===== config.mk =====
export PLATFORM = sky130hd
export DESIGN_NAME = flash_write_unlock
export DESIGN_NICKNAME = d
export VERILOG_FILES = /design/src/rtl/flash_unlock_pkg.sv /design/src/rtl/m2_timeout_counter.sv /design/src/rtl/flash_write_unlock.sv
export SDC_FILE = /design/constraint.sdc
export NUM_CORES = 1
export LEC_CHECK = 0
export CAP_MARGIN = 20
export CORE_MARGIN = 5
export CORE_UTILIZATION = 60
export DETAILED_ROUTE_END_ITERATION = 16
export GPL_ROUTABILITY_DRIVEN = 0
export PLACE_DENSITY_LB_ADDON = 0.12
export RECOVER_POWER = 100
export SYNTH_ARGS = -nofsm -noshare
export SYNTH_HDL_FRONTEND = slang
export SYNTH_SLANG_ARGS = --single-unit

===== constraint.sdc =====
create_clock -name m2 -period 8.6 [get_ports m2]
set_input_delay 1.72 -clock m2 [delete_from_list [all_inputs] [get_ports m2]]
set_output_delay 1.72 -clock m2 [all_outputs]
set_load 0.02 [all_outputs]

===== src/rtl/flash_unlock_pkg.sv =====
// Shared constants for the PRG flash write-unlock block: state encoding,
// register addresses in the $5xxx window, relock command and status layout.
// Pure definitions; no logic, no latency, no flow control.
package flash_unlock_pkg;

    // Lock FSM encoding (2 bits, visible on lock_state and in the status byte)
    localparam logic [1:0] ST_LOCKED   = 2'd0;
    localparam logic [1:0] ST_KEY1_OK  = 2'd1;
    localparam logic [1:0] ST_KEY2_OK  = 2'd2;
    localparam logic [1:0] ST_UNLOCKED = 2'd3;

    // Register addresses as seen on CPU A14..A0 with /ROMSEL high
    localparam logic [14:0] KEYREG_ADDR  = 15'h5FF0;
    localparam logic [14:0] STATREG_ADDR = 15'h5FF1;

    // Key register value that forces an immediate relock while unlocked
    localparam logic [7:0] RELOCK_CMD = 8'h00;

    // Status byte layout: {state[1:0], budget_zero, 0, violation[3:0]}
    localparam int STAT_STATE_LSB = 6;
    localparam int STAT_BZERO_BIT = 5;
    localparam int STAT_VIOL_LSB  = 0;

    function automatic logic [7:0] pack_status(input logic [1:0] st,
                                               input logic       bzero,
                                               input logic [3:0] viol);
        logic [7:0] s;
        s = 8'h00;
        s[STAT_STATE_LSB +: 2] = st;
        s[STAT_BZERO_BIT]      = bzero;
        s[STAT_VIOL_LSB +: 4]  = viol;
        return s;
    endfunction

endpackage


===== src/rtl/m2_timeout_counter.sv =====
// Saturating up-counter on the falling edge of M2 with clear, enable and a limit.
// hit_o is combinational: high when the enabled increment on this edge reaches limit_i.
// No backpressure; counter holds at limit_i once there.
module m2_timeout_counter #(
    parameter int WIDTH = 8
) (
    input  logic             m2_i,
    input  logic             reset_n_i,
    input  logic             clr_i,
    input  logic             en_i,
    input  logic [WIDTH-1:0] limit_i,
    output logic             hit_o
);

    logic [WIDTH-1:0] cnt_q;
    logic [WIDTH-1:0] cnt_d;

    // Next count: clear wins, otherwise count up and hold at the limit
    always_comb begin
        cnt_d = cnt_q;
        if (clr_i) begin
            cnt_d = '0;
        end else if (en_i && (cnt_q < limit_i)) begin
            cnt_d = cnt_q + WIDTH'(1);
        end
    end

    // Terminal flag asserted on the edge whose increment lands on the limit
    assign hit_o = en_i && !clr_i && (cnt_q >= (limit_i - WIDTH'(1)));

    // Count register, updated at the end of each CPU cycle
    always_ff @(negedge m2_i or negedge reset_n_i) begin
        if (!reset_n_i) begin
            cnt_q <= '0;
        end else begin
            cnt_q <= cnt_d;
        end
    end

endmodule


===== src/rtl/flash_write_unlock.sv =====
// Gates PRG flash writes behind a 3-byte key written to $5FF0, with auto-relock.
// State and prg_write_enabled update on the falling M2 edge closing the key/ROM write.
// No backpressure; CPU bus is sampled every cycle, status readback is combinational.
module flash_write_unlock
    import flash_unlock_pkg::*;
#(
    parameter logic [7:0] KEY0         = 8'hC0,
    parameter logic [7:0] KEY1         = 8'h01,
    parameter logic [7:0] KEY2         = 8'h6E,
    parameter int         KEY_TIMEOUT  = 64,
    parameter int         IDLE_TIMEOUT = 1789773,
    parameter int         WRITE_BUDGET = 512
) (
    input  logic        m2,
    input  logic        reset_n,
    input  logic        romsel,
    input  logic        cpu_rw_in,
    input  logic [14:0] cpu_addr_in,
    input  logic [7:0]  cpu_data_in,
    output logic        prg_write_enabled,
    output logic [7:0]  cpu_data_out,
    output logic        cpu_data_out_enabled,
    output logic [1:0]  lock_state
);

    localparam int TMO_MAX = (KEY_TIMEOUT > IDLE_TIMEOUT) ? KEY_TIMEOUT : IDLE_TIMEOUT;
    localparam int TW      = $clog2(TMO_MAX + 1);
    localparam int BW      = $clog2(WRITE_BUDGET + 1);

    localparam logic [TW-1:0] KEY_LIMIT   = TW'(KEY_TIMEOUT);
    localparam logic [TW-1:0] IDLE_LIMIT  = TW'(IDLE_TIMEOUT);
    localparam logic [BW-1:0] BUDGET_FULL = BW'(WRITE_BUDGET);

    logic [1:0]    state_q,  state_d;
    logic [BW-1:0] budget_q, budget_d;
    logic [3:0]    viol_q,   viol_d;
    logic          pwe_q;

    logic          keyreg_sel, statreg_sel;
    logic          key_wr, stat_wr, romwr;
    logic          tmo_clr, tmo_en, tmo_hit;
    logic [TW-1:0] tmo_limit;

    // Bus decode; key/status registers need /ROMSEL high, ROM writes need it low
    assign keyreg_sel  = romsel && (cpu_addr_in == KEYREG_ADDR);
    assign statreg_sel = romsel && (cpu_addr_in == STATREG_ADDR);
    assign key_wr      = keyreg_sel && !cpu_rw_in;
    assign stat_wr     = statreg_sel && !cpu_rw_in;
    assign romwr       = !romsel && !cpu_rw_in;

    // One counter serves both timeouts: key spacing in KEY1/KEY2, idle time in UNLOCKED
    m2_timeout_counter #(
        .WIDTH (TW)
    ) u_tmo (
        .m2_i      (m2),
        .reset_n_i (reset_n),
        .clr_i     (tmo_clr),
        .en_i      (tmo_en),
        .limit_i   (tmo_limit),
        .hit_o     (tmo_hit)
    );

    // Lock FSM, write budget and timeout-counter control
    always_comb begin
        state_d   = state_q;
        budget_d  = budget_q;
        tmo_clr   = 1'b1;
        tmo_en    = 1'b0;
        tmo_limit = KEY_LIMIT;
        case (state_q)
            ST_LOCKED: begin
                if (key_wr && (cpu_data_in == KEY0)) begin
                    state_d = ST_KEY1_OK;
                end
            end
            ST_KEY1_OK: begin
                tmo_clr = key_wr;
                tmo_en  = !key_wr;
                if (key_wr) begin
                    state_d = (cpu_data_in == KEY1) ? ST_KEY2_OK : ST_LOCKED;
                end else if (romwr || tmo_hit) begin
                    state_d = ST_LOCKED;
                end
            end
            ST_KEY2_OK: begin
                tmo_clr = key_wr;
                tmo_en  = !key_wr;
                if (key_wr) begin
                    if (cpu_data_in == KEY2) begin
                        state_d  = ST_UNLOCKED;
                        budget_d = BUDGET_FULL;
                    end else begin
                        state_d = ST_LOCKED;
                    end
                end else if (romwr || tmo_hit) begin
                    state_d = ST_LOCKED;
                end
            end
            ST_UNLOCKED: begin
                tmo_limit = IDLE_LIMIT;
                tmo_clr   = romwr;
                tmo_en    = !romwr;
                if (romwr) begin
                    // The last budgeted write still completes: enable stays high this cycle
                    if (budget_q != '0) begin
                        budget_d = budget_q - BW'(1);
                    end
                    if (budget_q <= BW'(1)) begin
                        state_d = ST_LOCKED;
                    end
                end else if (key_wr && (cpu_data_in == RELOCK_CMD)) begin
                    state_d = ST_LOCKED;
                end else if (tmo_hit) begin
                    state_d = ST_LOCKED;
                end
            end
            default: begin
                state_d = ST_LOCKED;
            end
        endcase
    end

    // Violation counter: ROM writes while not unlocked, saturating; status write clears
    always_comb begin
        viol_d = viol_q;
        if (stat_wr) begin
            viol_d = 4'h0;
        end else if (romwr && (state_q != ST_UNLOCKED) && (viol_q != 4'hF)) begin
            viol_d = viol_q + 4'h1;
        end
    end

    // State registers on the falling M2 edge; write enable tracks the next state
    always_ff @(negedge m2 or negedge reset_n) begin
        if (!reset_n) begin
            state_q  <= ST_LOCKED;
            budget_q <= BUDGET_FULL;
            viol_q   <= 4'h0;
            pwe_q    <= 1'b0;
        end else begin
            state_q  <= state_d;
            budget_q <= budget_d;
            viol_q   <= viol_d;
            pwe_q    <= (state_d == ST_UNLOCKED);
        end
    end

    assign prg_write_enabled    = pwe_q;
    assign lock_state           = state_q;
    assign cpu_data_out         = pack_status(state_q, (budget_q == '0), viol_q);
    assign cpu_data_out_enabled = m2 && cpu_rw_in && statreg_sel;

endmodule


## Word-level counts from Yosys, hierarchy flattened

Cells that the tools add are included.

| word-level totals | value |
|---|---|
| word-level logic and storage cells | 79 |
| bits in registers | 38 |
| output and inout bits | 12 |

| operators by class | value |
|---|---|
| reductions and logical operators | 29 |
| eq/ne operators | 15 |
| $add $sub $neg | 4 |
| $lt $le $gt $ge | 3 |
| multiplexer cells | 23 |

Operators by type and width:

| kind | number |
|---|---|
| 2-to-1 mux 21 bit | 3 |
| 2-to-1 mux 10 bit | 4 |
| == test 15 bit (second input constant) | 2 |
| adder 21 x 1 -> 21 bit (second input constant) | 1 |
| greater-or-equal comparator 21 bit | 1 |
| < comparator 21 bit | 1 |
| subtractor 21 x 1 -> 21 bit (second input constant) | 1 |
| 2-to-1 mux 2 bit | 10 |
| one-hot mux 10 bit (2 select lines) | 1 |
| logical AND 1 bit | 14 |
| less-or-equal comparator 10 x 1 -> 1 bit (second input constant) | 1 |
| logical NOT 10 bit | 1 |
| != test 2 bit (second input constant) | 5 |
| nonzero test 10 bit | 1 |
| subtractor 10 x 1 -> 10 bit (second input constant) | 1 |
| == test 8 x 1 -> 1 bit (second input constant) | 1 |
| == test 8 x 7 -> 1 bit (second input constant) | 1 |
| == test 8 bit (second input constant) | 1 |
| logical NOT 8 bit | 1 |
| 2-to-1 mux 4 bit | 2 |
| one-hot mux 2 bit (4 select lines) | 1 |
| == test 2 bit (second input constant) | 3 |
| nonzero test 2 bit | 3 |
| logical NOT 1 bit | 5 |
| other kinds (8) | 9 |

## Logic depth before layout (Yosys ltp)

Gate-level depths: netlist (run 1).

| logic depth | value |
|---|---|
| depth after elaboration | 12 |
| depth in mapped cells | 10 |
| mapped depth without buffers | 9 |

## Hierarchy

A second synthesis (run 1) with hierarchy kept.

| second synthesis, totals | value |
|---|---|
| cell total of the unflattened synthesis | 462 |
| area total of the unflattened synthesis | 3851.2 sq um |

Modules (own cells, without submodules):

| module | area each (sq um) | cells an instance | instances |
|---|---|---|---|
| m2_timeout_counter | 2532.4 | 307 | 1 |
| flash_write_unlock | 1318.8 | 155 | 1 |

==> impl_metrics.toml, run 1 <==
[routing]
count_of_routing_violations_after_the_opening_detailed_route_iteration = 163
detail_route.wirelength_mm = 7.34
avgViaCountPerCell = 6.21
routed-via-count = 2789
number_of_design_rule_violations_left_after_detail_routing = 0
first_pass_iters = 5
wl_per_cell_um = 16.3
detail-route-antenna-nets = 0

[power]
p_sw_mw = 0.311
cell_internal_pwr_mw = 0.462
static_leakage_power_nw = 1.52
switching_share_pct = 40.2
power_per_standard_cell_area_mw_per_mm2 = 219
seq_pwr_share_pct = 32.7
share_clk_of_total_power_pct = 22.1
vdd_ir_drop_max_mv = 0.167
comb_power_share_pct = 45.2
p_total_mw = 0.774

[placed_design]
detailedPlacementHpwl_mm = 5.24
place.port_buffers = 37
placed_cells = 438

[sta]
hold_viol_final = 0
drv_slew = 39
maxSlewHeadroom_pct = -40.5
unrepaired_setup_endpoints_after_global_routing = "false"
tightest_slew_ps = 2110
fin_worst_hold_slack_ps = 482
worst_clock_skew_ps = 50.1
tns_ps = 0
setup_viol = 0

[synthesis]
syn_area_per_cell_um2 = 8.65
syn_inst = 347
async_reset_ff_share_pct = 100
synth_edf_count = 0
flip_flop_and_latch_count_after_synthesis = 38
syn-num-nets = 396
synth_area_mm2 = 0.00300
synth-seq-area-share_pct = 31.7
yosys_warnings = 0
synth_ff_type = "sky130_fd_sc_hd__dfrtn_1"
synthDistinctLibCells = 63

[worst_setup_path]
critPathKind = "primary input to register"
cp.required_ps = 4720
timing.critical_path.fanout_max = 11
timing.critical_path.to_type = "register"
worstPathArrival_ps = 4370
critPathLaunchType = "primary input"

[floorplan]
fp.coreArea_mm2 = 0.00479
ioPinCount = 39
initial_core_util_pct = 62.7
area_of_the_die_mm2 = 0.00652
rows = 25
chipWidth_um = 80.7
chipHeight_um = 80.7

[run_status]
failed_checks = "capacitance limit, slew limit"
status = "finished with violations"

[layout]
layout_common_cells = "sky130_fd_sc_hd__nand2_1, sky130_fd_sc_hd__dfrtn_1, sky130_fd_sc_hd__clkdlybuf4s50_1"
final_common_cell = "sky130_fd_sc_hd__nand2_1"
nNetsFinal = 430
layout_cell_share_with_drive_strength_beyond_1_pct = 7.33
non_filler_cells_in_the_finished_layout = 449
antenna_cells = 0
area.growth.synth_to_final_pct = 17.5

[job]
max-cap-violations = 1

[clocking]
cts-hold-fix-buffers = 0
insertion_delay_ps = 460
cts_setup_buffers = 0
clock_tree_from_tritoncts = "built"
cts.clk_slew.worst_paths_ps = 50
post_cts_resize_count = 0

[global_routing]
grt_usage_pct = 25.6
first_global_vias = 2829
wire_length_of_the_first_global_routing_pass_mm = 13.0
initial_antenna_violation_count = 0
overflow_left_after_global_routing = 0
grt_start_max_net_pins = 39

[worst_hold_path]
min-delay-path-class = "register to register"
==> kinds of logic after synthesis <==
| kind of cell | share of synthesized area, % |
|---|---|
| xor+xnor | 1.17 |
| simple gates | 28.7 |
| flops | 31.7 |
| mux | 5.34 |
| buf+inv | 5.50 |
| compound gates | 18.3 |
| other cells | 0.125 |
| fa+ha+maj | 9.17 |
==> stage by stage <==
| stage | cell area, µm² | setup WS (ps) | utilization, % |
|---|---|---|---|
| 2_1_floorplan | 3000 | 805 | - |
| 3_3_place_gp | 3400 | 251 | 71.1 |
| 3_5_place_dp | 3400 | 132 | 71.1 |
| 4_1_cts | 3540 | 461 | 73.9 |
| 5_1_grt | 3530 | 236 | 73.7 |
| 6_report | 3530 | 354 | 73.7 |
==> cells in the mapped netlist, types with 8 or more instances <==
cell	count	area, µm²
sky130_fd_sc_hd__nor2_1	15	56.3
sky130_fd_sc_hd__o31ai_1	10	75.1
sky130_fd_sc_hd__mux2i_1	16	160
sky130_fd_sc_hd__nand2b_1	18	113
sky130_fd_sc_hd__ha_1	22	275
sky130_fd_sc_hd__nand3_1	17	85.1
sky130_fd_sc_hd__clkbuf_1	10	37.5
sky130_fd_sc_hd__o21ai_0	18	90.1
sky130_fd_sc_hd__nand2_1	40	150
sky130_fd_sc_hd__dfrtn_1	37	926
sky130_fd_sc_hd__nand4_1	13	81.3
sky130_fd_sc_hd__nor3_1	11	55.1
sky130_fd_sc_hd__a22o_1	8	70.1
sky130_fd_sc_hd__a21oi_1	10	50.1
sky130_fd_sc_hd__nor4_1	8	50.1
sky130_fd_sc_hd__inv_1	12	45.0
==> power by group through the flow <==
| stage | clock network [mW] | registers [mW] | logic [mW] |
|---|---|---|---|
| after global placement | 0.00260 | 0.255 | 0.345 |
| after CTS | 0.175 | 0.253 | 0.361 |
| after floorplan | 0.00260 | 0.263 | 0.237 |
| after detailed placement | 0.00260 | 0.256 | 0.358 |
| after global routing | 0.186 | 0.261 | 0.393 |
| final | 0.171 | 0.253 | 0.350 |
==> area by class of cell <==
cell class	instances	area, µm²
clock inverters	2	8.76
multi-input cells	276	1880
fillers	376	1260
inverters	11	41.3
repair buffers	44	423
well taps	67	83.8
flip-flops and latches	38	952
clock buffers	11	138
==> path summary, 6_finish.rpt <==
path	to	slack (ps)	cells after the start	startpoint
min in group asynchronous	u_tmo.cnt_q[10]	6080	1	reset_n
setup reg to reg	u_tmo.cnt_q[16]	4580	9	lock_state[1]
hold / removal	budget_q[5]	480	1	budget_q[5]
setup / recovery	u_tmo.cnt_q[2]	350	8	cpu_addr_in[2]
hold reg to reg	budget_q[5]	480	1	budget_q[5]
max in group asynchronous	budget_q[8]	1300	1	reset_n
==> per-layer routing <==
metal / track usage, % / vias to the layer above / part of all wire [%]
met2: 42.1 / 95 / 50
met1: 32.4 / 1313 / 44
met5: 0 / - / 0
met3: 6.10 / 15 / 5.3
li1: - / 1366 / -
met4: 9.97 / 0 / 1.0
==> sequential cells by signal, indices dropped and copies added (netlist names) <==
| signal | flops |
|---|---|
| lock_state | 2 |
| viol_q | 4 |
| u_tmo.cnt_q | 21 |
| budget_q | 10 |
| prg_write_enabled | 1 |
==> critical path, cell delays in order <==
cell and delay, ps:
sky130_fd_sc_hd__dlygate4sd3_1 530, sky130_fd_sc_hd__nand4bb_1 220, sky130_fd_sc_hd__or4_1 710, sky130_fd_sc_hd__o21ai_0 360
sky130_fd_sc_hd__a211oi_1 130, sky130_fd_sc_hd__clkbuf_1 260, sky130_fd_sc_hd__and3_1 250, sky130_fd_sc_hd__o21ai_0 200
No activity file was read; power rests on OpenSTA's default activity.
==> inputs of run 2 (changes only) <==
- clock period: 8.6 -> 9.5 ns (I/O delays scaled with it)
==> run 2 against run 1 <==
Sequential share of layout area increased by 0.067 points; via count decreased by 0.65%; final cell count decreased by 0.89%; cell area decreased by 0.25%; worst setup slack improved by 150 ps; sequential power decreased by 9.1%; power decreased by 5.3%; register-to-register slack improved by 1300 ps; the flow still finishes with violations (capacitance limit, slew limit); largest cell class unchanged.
==> impl_metrics.toml, run 2 (same netlist as run 1, synthesis figures left out) <==
[sta]
tns_ps = 0
maxSlewHeadroom_pct = -40.6
worst_clock_skew_ps = 50.9
setup_viol = 0
unrepaired_setup_endpoints_after_global_routing = "false"
drv_slew = 39
hold_viol_final = 0
tightest_slew_ps = 2110

[worst_setup_path]
timing.critical_path.to_type = "output pin"
cp.required_ps = 7600
critPathLaunchType = "register"
timing.critical_path.cells = "nor4_1 -> and3_1 -> dlygate4sd3_1"
critPathKind = "register to output pin"
cp.buffers_inverters = 1
critical-path-slowest-cell = "sky130_fd_sc_hd__dlygate4sd3_1"
timing.critical_path.fanout_max = 6
path_delay_family = "simple AND/OR/NAND/NOR gates"
timing.critical_path.slowest_cell_delay_ps = 680
worstPathArrival_ps = 7100

[global_routing]
overflow_left_after_global_routing = 0
initial_antenna_violation_count = 0
wire_length_of_the_first_global_routing_pass_mm = 12.2
first_global_vias = 2672
grt_start_max_net_pins = 39
grt_usage_pct = 23.6

[power]
static_leakage_power_nw = 1.52
power_per_standard_cell_area_mw_per_mm2 = 208
vdd_ir_drop_max_mv = 0.138

[layout]
final_common_cell = "sky130_fd_sc_hd__nand2_1"
largest_registers = "u_tmo.cnt_q x21, budget_q x10, viol_q x4"
area.growth.synth_to_final_pct = 17.2
final_area_mm2 = 0.00352
antenna_cells = 0
registers.top_by_ff_count = "u_tmo.cnt_q"
largest_register_ff_count = 21
nNetsFinal = 426
layout_common_cells = "sky130_fd_sc_hd__nand2_1, sky130_fd_sc_hd__dfrtn_1, sky130_fd_sc_hd__clkdlybuf4s50_1"
layout_cell_share_with_drive_strength_beyond_1_pct = 6.08

[routing]
number_of_design_rule_violations_left_after_detail_routing = 0
first_pass_iters = 5
detail-route-antenna-nets = 0
detail_route.wirelength_mm = 7.07
avgViaCountPerCell = 6.23
wl_per_cell_um = 15.9
count_of_routing_violations_after_the_opening_detailed_route_iteration = 228
routed-via-count = 2771

[job]
max-cap-violations = 1

[run_status]
failed_checks = "capacitance limit, slew limit"
status = "finished with violations"

[clocking]
cts_setup_buffers = 0
insertion_delay_ps = 460
cts-hold-fix-buffers = 0
clock_tree_from_tritoncts = "built"
post_cts_resize_count = 0
cts.clk_slew.worst_paths_ps = 50

[floorplan]
initial_core_util_pct = 62.7
chipWidth_um = 80.7
rows = 25
area_of_the_die_mm2 = 0.00652
chipHeight_um = 80.7
ioPinCount = 39
fp.coreArea_mm2 = 0.00479

[placed_design]
detailedPlacementHpwl_mm = 4.97
place.port_buffers = 37
place_area_mm2 = 0.00336

[worst_hold_path]
min-delay-path-class = "register to register"
-- run 2: cell types whose count changed in the layout (fill, tap and decap cells not counted), sizes merged --
cell    delta
clkbuf     -1
bufinv     +2
clkinv     -1
buf        -4
-- run 2: final timing paths --
| kind | cells past startpoint | end | slack [ps] | start |
|---|---|---|---|---|
| setup / recovery | 3 | cpu_data_out[5] | 500 | budget_q[2] |
| hold / removal | 1 | budget_q[5] | 480 | budget_q[5] |
| setup reg to reg | 10 | u_tmo.cnt_q[16] | 5880 | lock_state[1] |
| hold reg to reg | 1 | budget_q[5] | 480 | budget_q[5] |
| max in group asynchronous | 1 | u_tmo.cnt_q[0] | 1560 | reset_n |
| min in group asynchronous | 1 | u_tmo.cnt_q[8] | 6700 | reset_n |
-- run 2: routing by layer --
| layer | vias up | track usage, % | share of wire [%] |
|---|---|---|---|
| li1 | 1361 | - | - |
| met1 | 1315 | 30.7 | 44 |
| met2 | 85 | 39.1 | 49 |
| met3 | 10 | 4.99 | 5.3 |
| met4 | 0 | 8.11 | 1.2 |
| met5 | - | 0 | 0 |
-- run 2: report_power, final --
part / internal, mW / total (mW) / switching, mW
Clock: 0.140 / 0.211 / 0.0708
Sequential: 0.194 / 0.230 / 0.0353
Combinational: 0.120 / 0.292 / 0.171
Total: 0.455 / 0.732 / 0.277
-- run 2: final cells by class --
type | instances | area, µm²
inverter | 11 | 41.3
clock inverter | 3 | 63.8
tap | 67 | 83.8
clock buffer | 10 | 134
sequential | 38 | 952
fill | 369 | 1270
timing repair buffer | 40 | 380
multi-input combinational | 276 | 1860
-- run 2: stage by stage --
step / hold slack [ps] / power, mW / utilization [%] / setup slack (ps) / cells
floorplan: 452 / 0.456 / - / 1080 / 347
detailed placement: 475 / 0.537 / 70.2 / 430 / 434
CTS: 479 / 0.748 / 74.1 / 583 / 445
finish: 476 / 0.732 / 73.5 / 503 / 445
global placement: 479 / 0.528 / 70.2 / 484 / 434
global route: 528 / 0.784 / 73.5 / 390 / 445
==> inputs of run 3 (changes only) <==
- CORE_ASPECT_RATIO: unset -> 0.7
- REMOVE_ABC_BUFFERS: unset -> 1
==> run 3 against run 2 <==
The flow still finishes with violations (capacitance limit, slew limit); critical path depth is the same; global-route usage grew 0.31 points; hold slack better by 4.8 ps; via count is 1.7% higher; clock power fell by 11%; first-iteration DRC count up 19%; final cell count up 0.90%; cell area down 0.14%; sequential power hardly changed; critical path type unchanged; largest power group unchanged; highest routed layer unchanged.
==> impl_metrics.toml, run 3 (same netlist as run 1, synthesis figures left out) <==
[run_status]
status = "finished with violations"
failed_checks = "capacitance limit, slew limit"

[floorplan]
area_of_the_die_mm2 = 0.00654
chipWidth_um = 94.5
chipHeight_um = 69.2
ioPinCount = 39
fp.coreArea_mm2 = 0.00481
initial_core_util_pct = 62.4
rows = 21

[clocking]
cts_setup_buffers = 0
insertion_delay_ps = 480
post_cts_resize_count = 0
cts.clk_slew.worst_paths_ps = 60
clock_tree_from_tritoncts = "built"
cts-hold-fix-buffers = 0

[layout]
largest_registers = "u_tmo.cnt_q x21, budget_q x10, viol_q x4"
layout_cell_share_with_drive_strength_beyond_1_pct = 6.05
registers.top_by_ff_count = "u_tmo.cnt_q"
final_common_cell = "sky130_fd_sc_hd__nand2_1"
area.growth.synth_to_final_pct = 17.0
post-route-util_pct = 73.1
final_area_mm2 = 0.00351
layout_common_cells = "sky130_fd_sc_hd__nand2_1, sky130_fd_sc_hd__dfrtn_1, sky130_fd_sc_hd__clkdlybuf4s50_1"
nNetsFinal = 428
antenna_cells = 0
largest_register_ff_count = 21

[routing]
detail-route-antenna-nets = 0
detail_route.wirelength_mm = 7.55
number_of_design_rule_violations_left_after_detail_routing = 0
avgViaCountPerCell = 6.27
routed-via-count = 2817
first_pass_iters = 4
wl_per_cell_um = 16.8
count_of_routing_violations_after_the_opening_detailed_route_iteration = 272

[sta]
worst_clock_skew_ps = 55.2
maxSlewHeadroom_pct = -34.6
tightest_slew_ps = 2020
hold_viol_final = 0
tns_ps = 0
setup_viol = 0
unrepaired_setup_endpoints_after_global_routing = "false"
drv_slew = 39
fin_worst_hold_slack_ps = 481

[worst_setup_path]
cp.required_ps = 7600
worstPathArrival_ps = 7100
critPathLaunchType = "register"
ff2ff_setup_slack_ps = 5180
critPathKind = "register to output pin"
timing.critical_path.fanout_max = 6
timing.critical_path.to_type = "output pin"
worstSetupStartpoint = "budget_q[2]"
r2r-start = "lock_state[1]"

[global_routing]
first_global_vias = 2474
grt_start_max_net_pins = 39
wire_length_of_the_first_global_routing_pass_mm = 12.4
grt_usage_pct = 23.9
initial_antenna_violation_count = 0
overflow_left_after_global_routing = 0

[job]
max-cap-violations = 1

[placed_design]
place_area_mm2 = 0.00337
detailedPlacementHpwl_mm = 5.32
place.port_buffers = 37

[power]
p_sw_mw = 0.290
static_leakage_power_nw = 1.52
vdd_ir_drop_max_mv = 0.159
comb_power_share_pct = 41.8
share_clk_of_total_power_pct = 26.0
seq_pwr_share_pct = 32.2
cell_internal_pwr_mw = 0.431
power_per_standard_cell_area_mw_per_mm2 = 205
switching_share_pct = 40.2

[worst_hold_path]
hold_path_startpoint = "budget_q[1]"
min-delay-path-class = "register to register"
-- run 3: cell types whose count changed in the layout (fill, tap and decap cells not counted), sizes merged --
cell,before,now
clkinv,0,1
bufinv,2,0
clkdlybuf4s50,23,24
clkbuf,11,14
dlygate4sd3,13,12
-- run 3: final cells by class --
cell class                      count  area, µm²
Tap cell                           69       86.3
Fill cell                         367       1290
Clock buffer                       11        170
Sequential cell                    38        952
Timing Repair Buffer               42        388
Multi-Input combinational cell    276       1860
Inverter                           11       41.3
Clock inverter                      2       12.5
-- run 3: path summary, 6_finish.rpt --
kind,endpoint,cells after the start
worst max-delay path,cpu_data_out[5],3
worst min-delay path,budget_q[1],2
worst max register to register,u_tmo.cnt_q[4],9
worst min register to register,budget_q[1],2
max in group asynchronous,u_tmo.cnt_q[3],1
min in group asynchronous,u_tmo.cnt_q[14],1
-- run 3: worst max-delay path, cell delays in order, from the launching register on --
cell and delay (ps):
sky130_fd_sc_hd__dfrtn_1 400, sky130_fd_sc_hd__nor4_1 580, sky130_fd_sc_hd__and3_1 270, sky130_fd_sc_hd__dlygate4sd3_1 680
-- run 3: power groups by stage --
| stage | sequential (mW) | combinational, mW | clock, mW |
|---|---|---|---|
| 2_1_floorplan | 0.241 | 0.192 | 0.00235 |
| 3_3_place_gp | 0.231 | 0.296 | 0.00235 |
| 3_5_place_dp | 0.234 | 0.307 | 0.00235 |
| 4_1_cts | 0.232 | 0.309 | 0.190 |
| 5_1_grt | 0.237 | 0.333 | 0.200 |
| 6_report | 0.232 | 0.301 | 0.187 |
-- run 3: per-stage QoR --
step	cells	power, mW	setup slack, ps
2_1_floorplan	326	0.435	961
3_3_place_gp	437	0.530	326
3_5_place_dp	437	0.544	249
4_1_cts	448	0.731	557
5_1_grt	449	0.770	339
6_report	449	0.720	495
-- run 3: layer usage --
| layer | share of wire [%] | global-route usage (%) | vias to the layer above | routed length (µm) |
|---|---|---|---|---|
| met5 | 0 | 0 | - | 0 |
| met2 | 43 | 32.5 | 137 | 3240 |
| met3 | 8.9 | 6.29 | 13 | 668 |
| met1 | 47 | 36.5 | 1309 | 3530 |
| li1 | - | - | 1358 | - |
| met4 | 1.4 | 7.36 | 0 | 108 |
